File: src/rtl/cordic_pkg.sv
// Shared types and elaboration-time constants for the pipelined CORDIC engine.
// Angles are binary: a full circle is 2^zw counts.
package cordic_pkg;

    typedef enum logic {
        CORDIC_ROT = 1'b0,
        CORDIC_VEC = 1'b1
    } cordic_mode_e;

    localparam real CORDIC_PI = 3.14159265358979323846;

    function automatic int quarter_turn(input int zw);
        return 1 << (zw - 2);
    endfunction

    // atan(2^-i) as a binary angle, rounded. A Taylor series keeps this free of
    // math system functions; for i >= 1 the argument is <= 0.5, so 24 terms suffice.
    function automatic int atan_lut(input int i, input int zw);
        real t;
        real t2;
        real term;
        real sum;
        real frac;
        real scale;
        t = 1.0;
        for (int k = 0; k < i; k++) t = t / 2.0;
        if (i == 0) begin
            frac = 0.125;
        end else begin
            t2   = t * t;
            term = t;
            sum  = 0.0;
            for (int k = 0; k < 24; k++) begin
                if (k % 2 == 0) sum = sum + term / real'(2 * k + 1);
                else            sum = sum - term / real'(2 * k + 1);
                term = term * t2;
            end
            frac = sum / (2.0 * CORDIC_PI);
        end
        scale = 1.0;
        for (int k = 0; k < zw; k++) scale = scale * 2.0;
        return $rtoi(frac * scale + 0.5);
    endfunction

endpackage

File: src/rtl/cordic_stage.sv
// One registered CORDIC micro-rotation by atan(2^-SHIFT); loads only when en is high
// so the whole pipeline can stall together.
module cordic_stage
    import cordic_pkg::*;
#(
    parameter int             W2    = 18,
    parameter int             ZW    = 16,
    parameter int             SHIFT = 0,
    parameter logic [ZW-1:0]  ANGLE = '0
) (
    input  logic                 clk,
    input  logic                 rst_n,
    input  logic                 en,
    input  logic                 in_valid,
    input  cordic_mode_e         in_mode,
    input  logic signed [W2-1:0] x_in,
    input  logic signed [W2-1:0] y_in,
    input  logic signed [ZW-1:0] z_in,
    output logic                 out_valid,
    output cordic_mode_e         out_mode,
    output logic signed [W2-1:0] x_out,
    output logic signed [W2-1:0] y_out,
    output logic signed [ZW-1:0] z_out
);

    logic                 valid_d, valid_q;
    cordic_mode_e         mode_d, mode_q;
    logic signed [W2-1:0] x_d, x_q;
    logic signed [W2-1:0] y_d, y_q;
    logic signed [ZW-1:0] z_d, z_q;
    logic signed [W2-1:0] x_sh, y_sh;
    logic                 dir_pos;

    // NOTE: every always_comb output gets a default first so no path can infer a latch.
    always_comb begin
        valid_d = in_valid;
        mode_d  = in_mode;
        x_sh    = x_in >>> SHIFT;
        y_sh    = y_in >>> SHIFT;
        dir_pos = (in_mode == CORDIC_ROT) ? !z_in[ZW-1] : y_in[W2-1];
        x_d     = x_in + y_sh;
        y_d     = y_in - x_sh;
        z_d     = z_in + $signed(ANGLE);
        if (dir_pos) begin
            x_d = x_in - y_sh;
            y_d = y_in + x_sh;
            z_d = z_in - $signed(ANGLE);
        end
    end

    // NOTE: sequential state uses non-blocking assignments only, so stages read each
    // other's pre-edge values regardless of evaluation order.
    // NOTE: data registers are reset too, so outputs read as zero straight after reset.
    always_ff @(posedge clk or negedge rst_n) begin
        if (!rst_n) begin
            valid_q <= 1'b0;
            mode_q  <= CORDIC_ROT;
            x_q     <= '0;
            y_q     <= '0;
            z_q     <= '0;
        end else if (en) begin
            valid_q <= valid_d;
            mode_q  <= mode_d;
            x_q     <= x_d;
            y_q     <= y_d;
            z_q     <= z_d;
        end
    end

    assign out_valid = valid_q;
    assign out_mode  = mode_q;
    assign x_out     = x_q;
    assign y_out     = y_q;
    assign z_out     = z_q;

endmodule

File: src/rtl/cordic_pipe.sv
// Fully pipelined CORDIC (rotation / vectoring) with quadrant pre-rotation and a
// valid/ready stream interface; the pipeline stalls globally under backpressure.
module cordic_pipe
    import cordic_pkg::*;
#(
    parameter int W      = 16,
    parameter int ZW     = 16,
    parameter int STAGES = 14
) (
    input  logic                 clk,
    input  logic                 rst_n,
    input  logic                 in_valid,
    output logic                 in_ready,
    input  logic                 in_mode,
    input  logic signed [W-1:0]  x_in,
    input  logic signed [W-1:0]  y_in,
    input  logic signed [ZW-1:0] z_in,
    output logic                 out_valid,
    input  logic                 out_ready,
    output logic                 out_mode,
    output logic signed [W+1:0]  x_out,
    output logic signed [W+1:0]  y_out,
    output logic signed [ZW-1:0] z_out
);

    localparam int                   W2  = W + 2;
    localparam logic signed [ZW-1:0] QTR = ZW'(quarter_turn(ZW));

    logic advance;

    logic                 pre_valid_d, pre_valid_q;
    cordic_mode_e         pre_mode_d, pre_mode_q;
    logic signed [W2-1:0] pre_x_d, pre_x_q;
    logic signed [W2-1:0] pre_y_d, pre_y_q;
    logic signed [ZW-1:0] pre_z_d, pre_z_q;
    logic signed [W2-1:0] x_ext, y_ext;

    logic                 s_valid [STAGES+1];
    cordic_mode_e         s_mode  [STAGES+1];
    logic signed [W2-1:0] s_x     [STAGES+1];
    logic signed [W2-1:0] s_y     [STAGES+1];
    logic signed [ZW-1:0] s_z     [STAGES+1];

    assign advance  = !out_valid || out_ready;
    assign in_ready = advance;

    // Pre-rotation by +/-90 deg brings every sample into the micro-rotations' range.
    always_comb begin
        x_ext       = {{2{x_in[W-1]}}, x_in};
        y_ext       = {{2{y_in[W-1]}}, y_in};
        pre_valid_d = in_valid;
        pre_mode_d  = cordic_mode_e'(in_mode);
        pre_x_d     = x_ext;
        pre_y_d     = y_ext;
        pre_z_d     = z_in;
        if (pre_mode_d == CORDIC_ROT) begin
            case (z_in[ZW-1 -: 2])
                2'b01: begin
                    pre_x_d = -y_ext;
                    pre_y_d = x_ext;
                    pre_z_d = z_in - QTR;
                end
                2'b10: begin
                    pre_x_d = y_ext;
                    pre_y_d = -x_ext;
                    pre_z_d = z_in + QTR;
                end
                default: ;
            endcase
        end else if (x_in[W-1]) begin
            if (!y_in[W-1]) begin
                pre_x_d = y_ext;
                pre_y_d = -x_ext;
                pre_z_d = z_in + QTR;
            end else begin
                pre_x_d = -y_ext;
                pre_y_d = x_ext;
                pre_z_d = z_in - QTR;
            end
        end
    end

    always_ff @(posedge clk or negedge rst_n) begin
        if (!rst_n) begin
            pre_valid_q <= 1'b0;
            pre_mode_q  <= CORDIC_ROT;
            pre_x_q     <= '0;
            pre_y_q     <= '0;
            pre_z_q     <= '0;
        end else if (advance) begin
            pre_valid_q <= pre_valid_d;
            pre_mode_q  <= pre_mode_d;
            pre_x_q     <= pre_x_d;
            pre_y_q     <= pre_y_d;
            pre_z_q     <= pre_z_d;
        end
    end

    assign s_valid[0] = pre_valid_q;
    assign s_mode[0]  = pre_mode_q;
    assign s_x[0]     = pre_x_q;
    assign s_y[0]     = pre_y_q;
    assign s_z[0]     = pre_z_q;

    for (genvar i = 0; i < STAGES; i++) begin : g_stage
        cordic_stage #(
            .W2    (W2),
            .ZW    (ZW),
            .SHIFT (i),
            .ANGLE (ZW'(atan_lut(i, ZW)))
        ) u_stage (
            .clk       (clk),
            .rst_n     (rst_n),
            .en        (advance),
            .in_valid  (s_valid[i]),
            .in_mode   (s_mode[i]),
            .x_in      (s_x[i]),
            .y_in      (s_y[i]),
            .z_in      (s_z[i]),
            .out_valid (s_valid[i+1]),
            .out_mode  (s_mode[i+1]),
            .x_out     (s_x[i+1]),
            .y_out     (s_y[i+1]),
            .z_out     (s_z[i+1])
        );
    end

    assign out_valid = s_valid[STAGES];
    assign out_mode  = s_mode[STAGES];
    assign x_out     = s_x[STAGES];
    assign y_out     = s_y[STAGES];
    assign z_out     = s_z[STAGES];

endmodule

File: config.mk
export PLATFORM = sky130hd
export DESIGN_NAME = cordic_pipe
export DESIGN_NICKNAME = d
export VERILOG_FILES = /design/src/rtl/cordic_pkg.sv /design/src/rtl/cordic_stage.sv /design/src/rtl/cordic_pipe.sv
export SDC_FILE = /design/constraint.sdc
export NUM_CORES = 2
export LEC_CHECK = 0
export ABC_AREA = 1
export ABC_CLOCK_PERIOD_IN_PS = 3500
export CORE_ASPECT_RATIO = 1.5
export CORE_MARGIN = 4
export CORE_UTILIZATION = 30
export DETAILED_ROUTE_END_ITERATION = 12
export GPL_TIMING_DRIVEN = 0
export PLACE_DENSITY_LB_ADDON = 0.2
export SKIP_LAST_GASP = 1
export SLEW_MARGIN = 20
export SYNTH_ARGS = -nofsm -noshare
export SYNTH_HDL_FRONTEND = slang
export SYNTH_SLANG_ARGS = --single-unit
export TNS_END_PERCENT = 5
File: constraint.sdc
create_clock -name clk -period 3.5 [get_ports clk]
set_clock_uncertainty 0.2 [all_clocks]
set_input_delay 1.05 -clock clk [delete_from_list [all_inputs] [get_ports clk]]
set_output_delay 1.05 -clock clk [all_outputs]
set_load 0.01 [all_outputs]
==> metrics.log <==
[metrics] global-route wire length before repair: 466 mm
[metrics] Data required, critical path: 2.25 ns
[metrics] cell area after synthesis: 0.0727 sq mm
[metrics] final hold vios: 0
[metrics] Largest stage delay, worst path: 0.49 ns
[metrics] Avg Synthesized Cell Area: 6.81 sq um
[metrics] most used cells in the layout excluding fill and tap cells: sky130_fd_sc_hd__nand2_1 (3,051), sky130_fd_sc_hd__inv_1 (1,106), sky130_fd_sc_hd__o21ai_0 (868)
[metrics] master of the slowest instance on the critical path: sky130_fd_sc_hd__dfrtp_2
[metrics] Slew Limit Headroom: 0.227
[metrics] overall global routing resource usage: 0.247
[metrics] Cell variety after synth: 60
[metrics] largest fanout on the critical path: 4
[metrics] total setup violations reported at the end of the flow: 6
[metrics] clock root buffer: sky130_fd_sc_hd__clkbuf_16
[metrics] Fin Setup TNS: -0.307 ns
[metrics] # clock sinks: 809
[metrics] Detail Placement HPWL: 257 mm
[metrics] cells along the critical path: inv_2, nor2_4, buf_12, inv_2, buf_12, clkbuf_16, buf_16, clkdlybuf4s15_2
[metrics] TritonCTS buffer count: 97
[metrics] number of synthesized flops with an enable pin: 0
[metrics] clock-pin transition on the worst setup and hold timing paths: 0.07 ns
[metrics] antenna violations before repair: 17
[metrics] GRT overflow: 0
[metrics] RSZ-0062 raised after global routing: yes
[metrics] height of the die: 611 um
[metrics] Synth async-reset ratio: 1.00
[metrics] wire length after detailed routing: 319 mm
[metrics] horizontal die dimension: 410 um
[metrics] number of fill cells in the layout: 26,200
[metrics] row cnt: 221
[metrics] core box area: 0.241 sq mm
[metrics] Final Cycle Share: 1.03
[metrics] average routed wire per standard cell: 22.3 um
[metrics] violations in the final reports: negative setup slack
[metrics] largest net degree at the start of global routing: 136
[metrics] floorplan die area: 0.250 sq mm
[metrics] Seq cells post-synth: 809
[metrics] PortBufs: 105
[metrics] path category of the worst min-delay check: in -> async
[metrics] number of H-tree branching levels: 3
[metrics] violation count after the first detailed-routing iteration: 4,832
[metrics] vias after detailed routing: 73,400
[metrics] critical path start-end classification: reg -> out
[metrics] net count of the mapped netlist: 11,500
[metrics] critical path launch point type: flop
[metrics] TritonCTS clock tree: built
[metrics] result of the run: finished, violations left
[metrics] detailed-route DRC error count: 0
[metrics] effective utilization at floorplan: 0.301
[metrics] Final Net Count: 11,800
[metrics] RePlAce Congestion: 0.945
[metrics] Min Clock Period, post-route: 3.60 ns
[metrics] count of mapped cells out of synthesis: 10,700
[metrics] clock latency of the later-clocked register in the worst-skew pair: 0.76 ns
[metrics] mean number of vias per cell: 5.15
[metrics] proportion of synthesized chip area in sequential cells: 0.278
[metrics] number of pins exceeding their max-slew limit in the final report: 0
[metrics] 1st-pass router iterations: 6
[metrics] worst-case clock buffer depth: 3
[metrics] via count of the first global-routing pass: 72,500
[metrics] Synth-to-Final Area Change: 14.4%
[metrics] share of layout cells above drive strength 1: 0.0654
[metrics] dominant synthesized flop cell: sky130_fd_sc_hd__dfrtp_1
[metrics] leading cell type in the layout, fill and taps excluded: sky130_fd_sc_hd__nand2_1
[metrics] type of element capturing the critical path: primary output
[metrics] core utilization of the finished layout: 0.345
[metrics] setup ws final: -0.0962 ns
[metrics] count of synthesis-stage warnings from yosys: 0
[metrics] ports placed on the boundary: 108
[metrics] Peak Freq: 278 MHz
[metrics] max cap viols: 0
[metrics] Slew @ Worst Pin: 1.16 ns
[metrics] critical path data arrival time: 2.35 ns
[metrics] number of antenna-violating nets in the routed design: 0
## cell usage after synthesis, types with 15 or more instances
cell type                  count  share of area
sky130_fd_sc_hd__a211oi_1     22         0.0023
sky130_fd_sc_hd__a21boi_0     34         0.0035
sky130_fd_sc_hd__a21o_1      100          0.010
sky130_fd_sc_hd__a21oi_1     737          0.051
sky130_fd_sc_hd__a221oi_1     15         0.0018
sky130_fd_sc_hd__a31oi_1     100         0.0086
sky130_fd_sc_hd__buf_2       147          0.010
sky130_fd_sc_hd__clkbuf_1     98         0.0051
sky130_fd_sc_hd__dfrtp_1     809           0.28
sky130_fd_sc_hd__fa_1         43          0.012
sky130_fd_sc_hd__ha_1        730           0.13
sky130_fd_sc_hd__inv_1      1117          0.058
sky130_fd_sc_hd__nand2_1    3062           0.16
sky130_fd_sc_hd__nand3_1     747          0.051
sky130_fd_sc_hd__nand3b_1     40         0.0041
sky130_fd_sc_hd__nand4_1      71         0.0061
sky130_fd_sc_hd__nor2_1      817          0.042
sky130_fd_sc_hd__nor3_1      181          0.012
sky130_fd_sc_hd__o211ai_1     22         0.0023
sky130_fd_sc_hd__o21ai_0     957          0.066
sky130_fd_sc_hd__o21ai_1      19         0.0013
sky130_fd_sc_hd__o21bai_1     91         0.0094
sky130_fd_sc_hd__o22ai_1      21         0.0018
sky130_fd_sc_hd__o31ai_1      15         0.0015
sky130_fd_sc_hd__or2_2        65         0.0056
sky130_fd_sc_hd__xnor2_1     151          0.018
sky130_fd_sc_hd__xor2_1      317          0.038
## critical path, delay by kind of cell (launching register included)
kind | cells | cell delay, ns
and+or+nand+nor | 1 | 0.10
DFF | 1 | 0.49
buffers and inverters | 7 | 0.95
## metal layers
metal / up-vias / GRT usage / wire, um
met1: 35100 / 0.279 / 125000
met3: 592 / 0.0214 / 11500
li1: 36000 / - / -
met2: 1758 / 0.451 / 161000
met4: 2 / 0.141 / 21800
met5: - / 0 / 8
## stage by stage
step	hold WS [ns]	cells	setup slack, ns	area [sq um]
final	0.0590	14300	-0.0962	83200
after global routing	0.0863	14300	-0.192	83200
after CTS	0.0415	14200	-0.294	82200
after detailed placement	0.258	14000	-2.41	78300
after global placement	0.258	14000	-38.04	77800
after floorplan	0.220	10700	0.298	72700
## final timing paths
path | to | start | slack, ns | depth (start not counted)
worst max-delay path | in_ready | g_stage[13].u_stage.out_valid$_DFFE_PN0P_ | -0.1 | 8
worst min-delay path | g_stage[11].u_stage.y_out[10]$_DFFE_PN0P_ | rst_n | 0.06 | 1
worst max register to register | g_stage[7].u_stage.x_out[13]$_DFFE_PN0P_ | g_stage[6].u_stage.z_out[15]$_DFFE_PN0P_ | -0.09 | 14
worst min register to register | g_stage[0].u_stage.out_valid$_DFFE_PN0P_ | pre_valid_q$_DFFE_PN0P_ | 0.27 | 2
max in group asynchronous | g_stage[3].u_stage.z_out[12]$_DFFE_PN0P_ | rst_n | 0.69 | 4
min in group clk | g_stage[0].u_stage.out_valid$_DFFE_PN0P_ | pre_valid_q$_DFFE_PN0P_ | 0.27 | 2
## flip-flops by register name, summed over array words and instances, names as in the netlist, 14 cells and up
| register | cells |
|---|---|
| g_stage.u_stage.z_out | 224 |
| pre_y_q | 18 |
| pre_z_q | 16 |
| g_stage.u_stage.out_valid | 14 |
| g_stage.u_stage.x_out | 251 |
| g_stage.u_stage.out_mode | 14 |
| pre_x_q | 18 |
| g_stage.u_stage.y_out | 252 |
## final cells by class
class                   instances  area [sq um]  share of cell area
inverters                    1130          4250              0.0511
clock inverters                58           699             0.00841
repair buffers                172          1900              0.0229
flip-flops and latches        809         20300               0.244
multi-input cells            8478         47800               0.575
well taps                    3233          4050              0.0486
diodes                          6          15.0            0.000181
clock buffers                 124          2750              0.0331
plain buffers                 261          1420              0.0171
## cells by family after synthesis
family          count (synthesis)  synth area share
buf+inv                      1393            0.0748
xor+xnor                      470            0.0570
simple gates                 5034             0.285
compound gates               2199             0.167
mux                             2          0.000275
flops                         809             0.278
fa+ha+maj                     773             0.137
## timing repair
action | in CTS | in global routing
endpoints found under the setup margin | 641 | 354
pin swaps | 9 | 36
buffers inserted | 19 | 31
hold buffers | 0 | 0
gates resized for setup | 136 | 247
Power is left out: the tool's default activity adds up to more than one toggle a clock period on the data nets, which glitch-free logic cannot reach.
